File: src/rtl/pong_pkg.sv
// pong_pkg: shared match-state encoding, serve directions and score width
package pong_pkg;
  typedef enum logic [2:0] {IDLE, SERVE, PLAY, POINT, OVER} match_state_t;
  localparam logic DIR_LEFT = 1'b0;
  localparam logic DIR_RIGHT = 1'b1;
  localparam int SCORE_W = 4;
endpackage

File: src/rtl/pong_edge.sv
// pong_edge: ce-gated rising-edge detector
module pong_edge (
  input  logic clock,
  input  logic reset,
  input  logic ce,
  input  logic d_i,
  output logic rise_o
);
  logic d_q;
  // remember the level seen on the previous enabled cycle
  always_ff @(posedge clock)
    if (!reset) d_q <= 1'b0;
    else if (ce) d_q <= d_i;
  assign rise_o = d_i & ~d_q;
endmodule

File: src/rtl/pong_match.sv
// pong_match: attract/serve/play/point/game-over sequencer with score keeping
module pong_match
  import pong_pkg::*;
#(
  parameter int WIN_SCORE = 11,
  parameter int SERVE_FRAMES = 60,
  parameter int POINT_FRAMES = 30
) (
  input  logic               clock,
  input  logic               reset,
  input  logic               ce,
  input  logic               vsync,
  input  logic               start,
  input  logic               miss_l,
  input  logic               miss_r,
  output logic               serve,
  output logic               serve_dir,
  output logic               ball_en,
  output logic [SCORE_W-1:0] score1,
  output logic [SCORE_W-1:0] score2,
  output logic               game_over,
  output logic               winner
);
  localparam int CNT_W = $clog2((SERVE_FRAMES > POINT_FRAMES ? SERVE_FRAMES : POINT_FRAMES) + 1);
  localparam logic [CNT_W-1:0] SERVE_LD = CNT_W'(SERVE_FRAMES);
  localparam logic [CNT_W-1:0] POINT_LD = CNT_W'(POINT_FRAMES);
  localparam logic [SCORE_W-1:0] WIN = SCORE_W'(WIN_SCORE);
  match_state_t state_q, state_d;
  logic [CNT_W-1:0] cnt_q, cnt_d;
  logic [SCORE_W-1:0] score1_q, score1_d, score2_q, score2_d;
  logic serve_q, serve_d, dir_q, dir_d, ben_q, ben_d;
  logic over_q, over_d, winner_q, winner_d, arm_q, arm_d;
  logic frame, cnt_last, at_win, new_match;
  pong_edge u_vsync_edge (
    .clock  (clock),
    .reset  (reset),
    .ce     (ce),
    .d_i    (vsync),
    .rise_o (frame)
  );
  assign cnt_last = frame && cnt_q == CNT_W'(1);
  assign at_win = score1_q == WIN || score2_q == WIN;
  assign new_match = (state_q == IDLE || state_q == OVER) && state_d == SERVE;
  // match state register
  always_ff @(posedge clock)
    if (!reset) state_q <= IDLE;
    else if (ce) state_q <= state_d;
  // next match state; a simultaneous miss_l/miss_r still yields one point
  always_comb begin
    state_d = state_q;
    case (state_q)
      IDLE:    if (start) state_d = SERVE;
      SERVE:   if (cnt_last) state_d = PLAY;
      PLAY:    if (miss_l || miss_r) state_d = POINT;
      POINT:   if (cnt_last) state_d = at_win ? OVER : SERVE;
      OVER:    if (start && arm_q) state_d = SERVE;
      default: state_d = IDLE;
    endcase
  end
  // counter, scores and output next values derived from the transition taken
  always_comb begin
    cnt_d = (frame && (state_q == SERVE || state_q == POINT)) ? cnt_q - CNT_W'(1) : cnt_q;
    score1_d = new_match ? '0 : score1_q;
    score2_d = new_match ? '0 : score2_q;
    dir_d = (state_q == IDLE && state_d == SERVE) ? DIR_RIGHT : dir_q;
    if (state_d == SERVE && state_q != SERVE) cnt_d = SERVE_LD;
    if (state_q == PLAY && state_d == POINT) begin
      cnt_d = POINT_LD;
      if (miss_l) begin
        score2_d = score2_q + SCORE_W'(score2_q != WIN);
        dir_d = DIR_LEFT;
      end else begin
        score1_d = score1_q + SCORE_W'(score1_q != WIN);
        dir_d = DIR_RIGHT;
      end
    end
    winner_d = (state_d == OVER && state_q != OVER) ? score2_q == WIN : winner_q;
    serve_d = state_q == SERVE && state_d == PLAY;
    ben_d = state_d == PLAY;
    over_d = state_d == OVER;
    arm_d = state_q == OVER && (arm_q || !start);
  end
  // registered datapath and outputs
  always_ff @(posedge clock)
    if (!reset) begin
      cnt_q <= '0;
      score1_q <= '0;
      score2_q <= '0;
      serve_q <= 1'b0;
      dir_q <= DIR_RIGHT;
      ben_q <= 1'b0;
      over_q <= 1'b0;
      winner_q <= 1'b0;
      arm_q <= 1'b0;
    end else if (ce) begin
      cnt_q <= cnt_d;
      score1_q <= score1_d;
      score2_q <= score2_d;
      serve_q <= serve_d;
      dir_q <= dir_d;
      ben_q <= ben_d;
      over_q <= over_d;
      winner_q <= winner_d;
      arm_q <= arm_d;
    end
  assign serve = serve_q;
  assign serve_dir = dir_q;
  assign ball_en = ben_q;
  assign score1 = score1_q;
  assign score2 = score2_q;
  assign game_over = over_q;
  assign winner = winner_q;
endmodule

File: config.mk
export PLATFORM = sky130hd
export DESIGN_NAME = pong_match
export DESIGN_NICKNAME = d
export VERILOG_FILES = /design/src/rtl/pong_pkg.sv /design/src/rtl/pong_edge.sv /design/src/rtl/pong_match.sv
export SDC_FILE = /design/constraint.sdc
export NUM_CORES = 1
export LEC_CHECK = 0
export CAP_MARGIN = 20
export CELL_PAD_IN_SITES_DETAIL_PLACEMENT = 1
export CELL_PAD_IN_SITES_GLOBAL_PLACEMENT = 1
export CORE_ASPECT_RATIO = 1.25
export CORE_MARGIN = 10
export CORE_UTILIZATION = 36
export CTS_BUF_LIST = sky130_fd_sc_hd__clkbuf_16
export DETAILED_ROUTE_END_ITERATION = 6
export PLACE_DENSITY = 0.76
export SYNTH_ARGS = -nofsm -noshare
export SYNTH_HDL_FRONTEND = slang
export SYNTH_SLANG_ARGS = --single-unit
File: constraint.sdc
create_clock -name clock -period 1.6 [get_ports clock]
set_input_delay 0.32 -clock clock [delete_from_list [all_inputs] [get_ports clock]]
set_output_delay 0.32 -clock clock [all_outputs]
set_load 0.03 [all_outputs]
==> flow_results.xml <==
<?xml version="1.0" encoding="UTF-8"?>
<metrics>
  <group name="status">
    <metric name="result_of_the_run" unit="">finished, violations left</metric>
    <metric name="violations" unit="">negative setup slack</metric>
  </group>
  <group name="setup_path">
    <metric name="slowest_stage" unit="">sky130_fd_sc_hd__o311a_1</metric>
    <metric name="worst-endpoint-arrival" unit="ps">1780</metric>
    <metric name="critical_path.startpoint_type" unit="">flop</metric>
    <metric name="r2r_slack" unit="ps">-30</metric>
    <metric name="critPathRequiredTime" unit="ps">1750</metric>
    <metric name="regToRegStartpoint" unit="">score1[2]</metric>
    <metric name="critical_path_class" unit="">reg2reg</metric>
    <metric name="worst_path_dominant_cell_family" unit="">compound AO/OA/AOI/OAI gates</metric>
    <metric name="worst_r2r_path_depth" unit="">4</metric>
    <metric name="end_kind" unit="">flop</metric>
    <metric name="crit-reg2reg-capture" unit="">cnt_q[3]</metric>
    <metric name="cell_chain_critical_path" unit="">nand4b_1 -&gt; and2_1 -&gt; a211o_1 -&gt; o311a_1</metric>
    <metric name="worst_path_largest_cell_delay" unit="ps">350</metric>
    <metric name="worst-path-buf-inv" unit="">0</metric>
    <metric name="timing.critical_path.fanout_max" unit="">3</metric>
  </group>
  <group name="synthesis">
    <metric name="yosysTopAreaCellShare" unit="">0.345</metric>
    <metric name="synth_largest_area_cell" unit="">sky130_fd_sc_hd__dfxtp_1</metric>
    <metric name="yosys_warnings" unit="">0</metric>
    <metric name="postSynthAreaPerCell" unit="um2">8.54</metric>
    <metric name="netlist-cell-type-count" unit="">48</metric>
    <metric name="synth.area.mux_share" unit="">0.0225</metric>
    <metric name="synth_cells" unit="">163</metric>
    <metric name="synthTopCellsByArea" unit="">sky130_fd_sc_hd__dfxtp_1, sky130_fd_sc_hd__ha_1, sky130_fd_sc_hd__nor2_1</metric>
    <metric name="async_s_r_ff_share_synth" unit="">0</metric>
    <metric name="share_of_synthesized_cell_area_in_and_or_nand_and_nor_gates" unit="">0.288</metric>
    <metric name="most_frequently_used_cell_type_in_the_post_synthesis_netlist" unit="">sky130_fd_sc_hd__dfxtp_1</metric>
    <metric name="ys_top_cells_by_count" unit="">sky130_fd_sc_hd__dfxtp_1, sky130_fd_sc_hd__nor2_1, sky130_fd_sc_hd__nand2_1, sky130_fd_sc_hd__inv_1, sky130_fd_sc_hd__o21ai_0</metric>
    <metric name="synth_top_family_by_area" unit="">simple AND/OR/NAND/NOR gates</metric>
    <metric name="adder_cell_share_of_the_synthesized_area" unit="">0.0539</metric>
    <metric name="synth_ff_type" unit="">sky130_fd_sc_hd__dfxtp_1</metric>
    <metric name="yosysSeqAreaShare" unit="">0.345</metric>
    <metric name="synth_compound_area_frac" unit="">0.229</metric>
    <metric name="synth_xor_xnor_area_share" unit="">0.00629</metric>
    <metric name="synthesis.nets" unit="">176</metric>
    <metric name="ys_seq_elements" unit="">24</metric>
    <metric name="synthesis.area" unit="um2">1390</metric>
    <metric name="synth-edff-count" unit="">0</metric>
  </group>
  <group name="hold_path">
    <metric name="hp-class" unit="">reg2reg</metric>
    <metric name="hold_path_end" unit="">serve</metric>
    <metric name="hold_depth" unit="">2</metric>
    <metric name="min-delay-start" unit="">serve</metric>
  </group>
  <group name="final_layout">
    <metric name="antenna_cells" unit="">0</metric>
    <metric name="layout_area_growth_over_synthesis" unit="%">52.2</metric>
    <metric name="final.fill_count" unit="">440</metric>
    <metric name="post_route_cells_drive_above_1_share" unit="">0.394</metric>
    <metric name="design.final.nets" unit="">232</metric>
  </group>
  <group name="floorplanning">
    <metric name="chipWidth" unit="um">75.6</metric>
    <metric name="floorplan.io_pins" unit="">20</metric>
    <metric name="die_area" unit="um2">6770</metric>
    <metric name="fp-row-count" unit="">25</metric>
    <metric name="placeableCoreArea" unit="um2">3750</metric>
    <metric name="vertical_extent_of_the_die" unit="um">89.5</metric>
    <metric name="initial_cell_density_of_the_core" unit="">0.371</metric>
  </group>
  <group name="detailed_routing">
    <metric name="first_pass_iters" unit="">4</metric>
    <metric name="detailroute.via_count" unit="">1456</metric>
    <metric name="drt_wl_total" unit="um">5020</metric>
    <metric name="via_per_inst" unit="">5.64</metric>
    <metric name="drc_errors" unit="">0</metric>
    <metric name="drt_iter0_markers" unit="">71</metric>
    <metric name="ant_nets" unit="">0</metric>
    <metric name="wire_per_inst" unit="um">19.4</metric>
  </group>
  <group name="flow_run">
    <metric name="maxCapViolCount" unit="">0</metric>
  </group>
  <group name="cts">
    <metric name="tritoncts.num_buffers" unit="">3</metric>
    <metric name="cts_root_buffer" unit="">sky130_fd_sc_hd__clkbuf_16</metric>
    <metric name="clockBufferDepth" unit="">2</metric>
    <metric name="cts.sinks" unit="">24</metric>
    <metric name="worst_setup_hold_path_clk_slew" unit="ps">60</metric>
    <metric name="htree_num_levels" unit="">1</metric>
    <metric name="tritoncts" unit="">built</metric>
    <metric name="worstSkewPairLatency" unit="ps">270</metric>
  </group>
  <group name="pwr">
    <metric name="switching_share" unit="">0.262</metric>
    <metric name="power_share_of_the_sequential_group" unit="">0.428</metric>
    <metric name="power.density" unit="nW/um2">696</metric>
    <metric name="p_sw" unit="mW">0.386</metric>
    <metric name="power_frac_clock" unit="">0.378</metric>
    <metric name="power_leakage" unit="nW">0.960</metric>
    <metric name="ir_drop" unit="uV">442</metric>
    <metric name="post-layout-total-power" unit="mW">1.47</metric>
    <metric name="share_comb_of_total_power" unit="">0.193</metric>
    <metric name="cellInternalPower" unit="mW">1.09</metric>
  </group>
  <group name="sta">
    <metric name="timing.clock.skew" unit="ps">6.88</metric>
    <metric name="rsz0062_at_grt" unit="">true</metric>
    <metric name="fin_crit" unit="ps">1630</metric>
    <metric name="maxClockFrequency" unit="GHz">0.615</metric>
    <metric name="period_share" unit="">1.02</metric>
    <metric name="timing.final.hold_violations" unit="">0</metric>
    <metric name="timing.slew.headroom" unit="">0.778</metric>
    <metric name="final-max-slew-violation-count" unit="">0</metric>
    <metric name="tightestPinTransition" unit="ps">331</metric>
    <metric name="final.setup.worst_slack" unit="ps">-27.3</metric>
    <metric name="finalSetupViolCount" unit="">2</metric>
  </group>
  <group name="placed_design">
    <metric name="dp_worst_setup_slack" unit="ps">-402</metric>
    <metric name="gp_congestion" unit="">0.822</metric>
    <metric name="dp_hpwl" unit="um">3410</metric>
    <metric name="number_of_buffers_added_on_ports" unit="">19</metric>
  </group>
  <group name="global_route">
    <metric name="global_route.usage.met3" unit="">0.0267</metric>
    <metric name="grt.busiest_layer" unit="">met2</metric>
    <metric name="gr-usage-met2" unit="">0.289</metric>
    <metric name="global_route.usage.total" unit="">0.153</metric>
    <metric name="antenna_found_initial" unit="">0</metric>
    <metric name="grt_util_met1" unit="">0.161</metric>
    <metric name="globalRouteOverflowTotal" unit="">0</metric>
    <metric name="first_global_vias" unit="">1587</metric>
    <metric name="wire_length_of_the_first_global_routing_pass" unit="um">7970</metric>
    <metric name="maximum_number_of_pins_on_one_net_before_global_route_repair" unit="">20</metric>
  </group>
</metrics>
==> worst max-delay path by stage <==
stage / startpoint / endpoint / slack, ps / cells after the start
floorplan: cnt_q[1] / cnt_q[3] / 30 / 6
global placement: vsync / cnt_q[0] / -360 / 6
detailed placement: start / score1[0] / -400 / 6
CTS: game_over / game_over / 0.3 / 1
global route: cnt_q[3] / cnt_q[0] / -70 / 5
finish: score1[2] / cnt_q[3] / -30 / 4
==> power groups by stage <==
stage               Clock (mW)  Sequential [mW]  Combinational, mW
floorplan                    0            0.644              0.134
global placement             0            0.642              0.225
detailed placement           0            0.644              0.236
CTS                      0.568            0.632              0.264
global route             0.600            0.634              0.308
finish                   0.558            0.632              0.285
==> what timing repair did <==
item	CTS	global route
setup endpoints to repair	30	26
pin swaps	4	5
setup buffers	2	2
hold buffers	0	0
resized for setup	27	26
==> cell families (layout without fill, tap and decap cells) <==
kind of cell,Yosys count,in the layout
AND/OR/NAND/NOR,68,68
buffers and inverters,17,72
flip-flops,24,24
XOR/XNOR,1,1
adder cells (fa/ha/maj),6,6
multiplexers,3,3
AO/OA/AOI/OAI,44,44
==> placed cells by master, fill, tap and decap left out, types with 3 or more instances in the layout <==
master / instances
sky130_fd_sc_hd__a21oi_1: 6
sky130_fd_sc_hd__a22oi_1: 5
sky130_fd_sc_hd__a32oi_1: 3
sky130_fd_sc_hd__and2_1: 4
sky130_fd_sc_hd__buf_4: 37
sky130_fd_sc_hd__buf_6: 3
sky130_fd_sc_hd__clkbuf_16: 3
sky130_fd_sc_hd__clkdlybuf4s50_1: 3
sky130_fd_sc_hd__dfxtp_1: 13
sky130_fd_sc_hd__dfxtp_2: 9
sky130_fd_sc_hd__dlygate4sd2_1: 11
sky130_fd_sc_hd__dlymetal6s2s_1: 5
sky130_fd_sc_hd__inv_1: 7
sky130_fd_sc_hd__nand2_1: 15
sky130_fd_sc_hd__nand3_1: 6
sky130_fd_sc_hd__nor2_1: 13
sky130_fd_sc_hd__nor2b_1: 3
sky130_fd_sc_hd__nor3_2: 4
sky130_fd_sc_hd__o21a_1: 3
sky130_fd_sc_hd__o21ai_0: 7
==> layout make-up <==
type	count	area (um2)	area share
flip-flops and latches	24	499	0.236
repair buffers	59	500	0.236
clock buffers	3	75.1	0.0354
multi-input cells	122	957	0.452
inverters	9	33.8	0.0159
clock inverters	1	3.75	0.00177
well taps	40	50.0	0.0236
==> per-stage QoR <==
step | util | area, um2 | hold WS (ps) | TNS (ps) | std cells
2_1_floorplan | - | 1400 | 467 | 0 | 163
3_3_place_gp | 0.498 | 1870 | 439 | -6540 | 250
3_5_place_dp | 0.498 | 1870 | 460 | -7440 | 250
4_1_cts | 0.538 | 2020 | 468 | 0 | 256
5_1_grt | 0.565 | 2120 | 486 | -627 | 258
6_report | 0.565 | 2120 | 460 | -36.0 | 258
==> tightest hold or removal path: stages (launching register included) <==
cell,delay (ps)
sky130_fd_sc_hd__dfxtp_1,310
sky130_fd_sc_hd__nand2_1,50
sky130_fd_sc_hd__o2bb2ai_1,60
==> registers in the layout, summed over array words and instances, names as in the netlist, 3 cells and up <==
signal	count
cnt_q	6
score1	4
score2	4
state_q	3
==> layer usage <==
| metal | part of all wire | vias up |
|---|---|---|
| li1 | - | 702 |
| met1 | 0.39 | 725 |
| met2 | 0.56 | 20 |
| met3 | 0.029 | 9 |
| met4 | 0.021 | 0 |
| met5 | 0 | - |
Note: power is estimated with default switching activity, not from simulation.
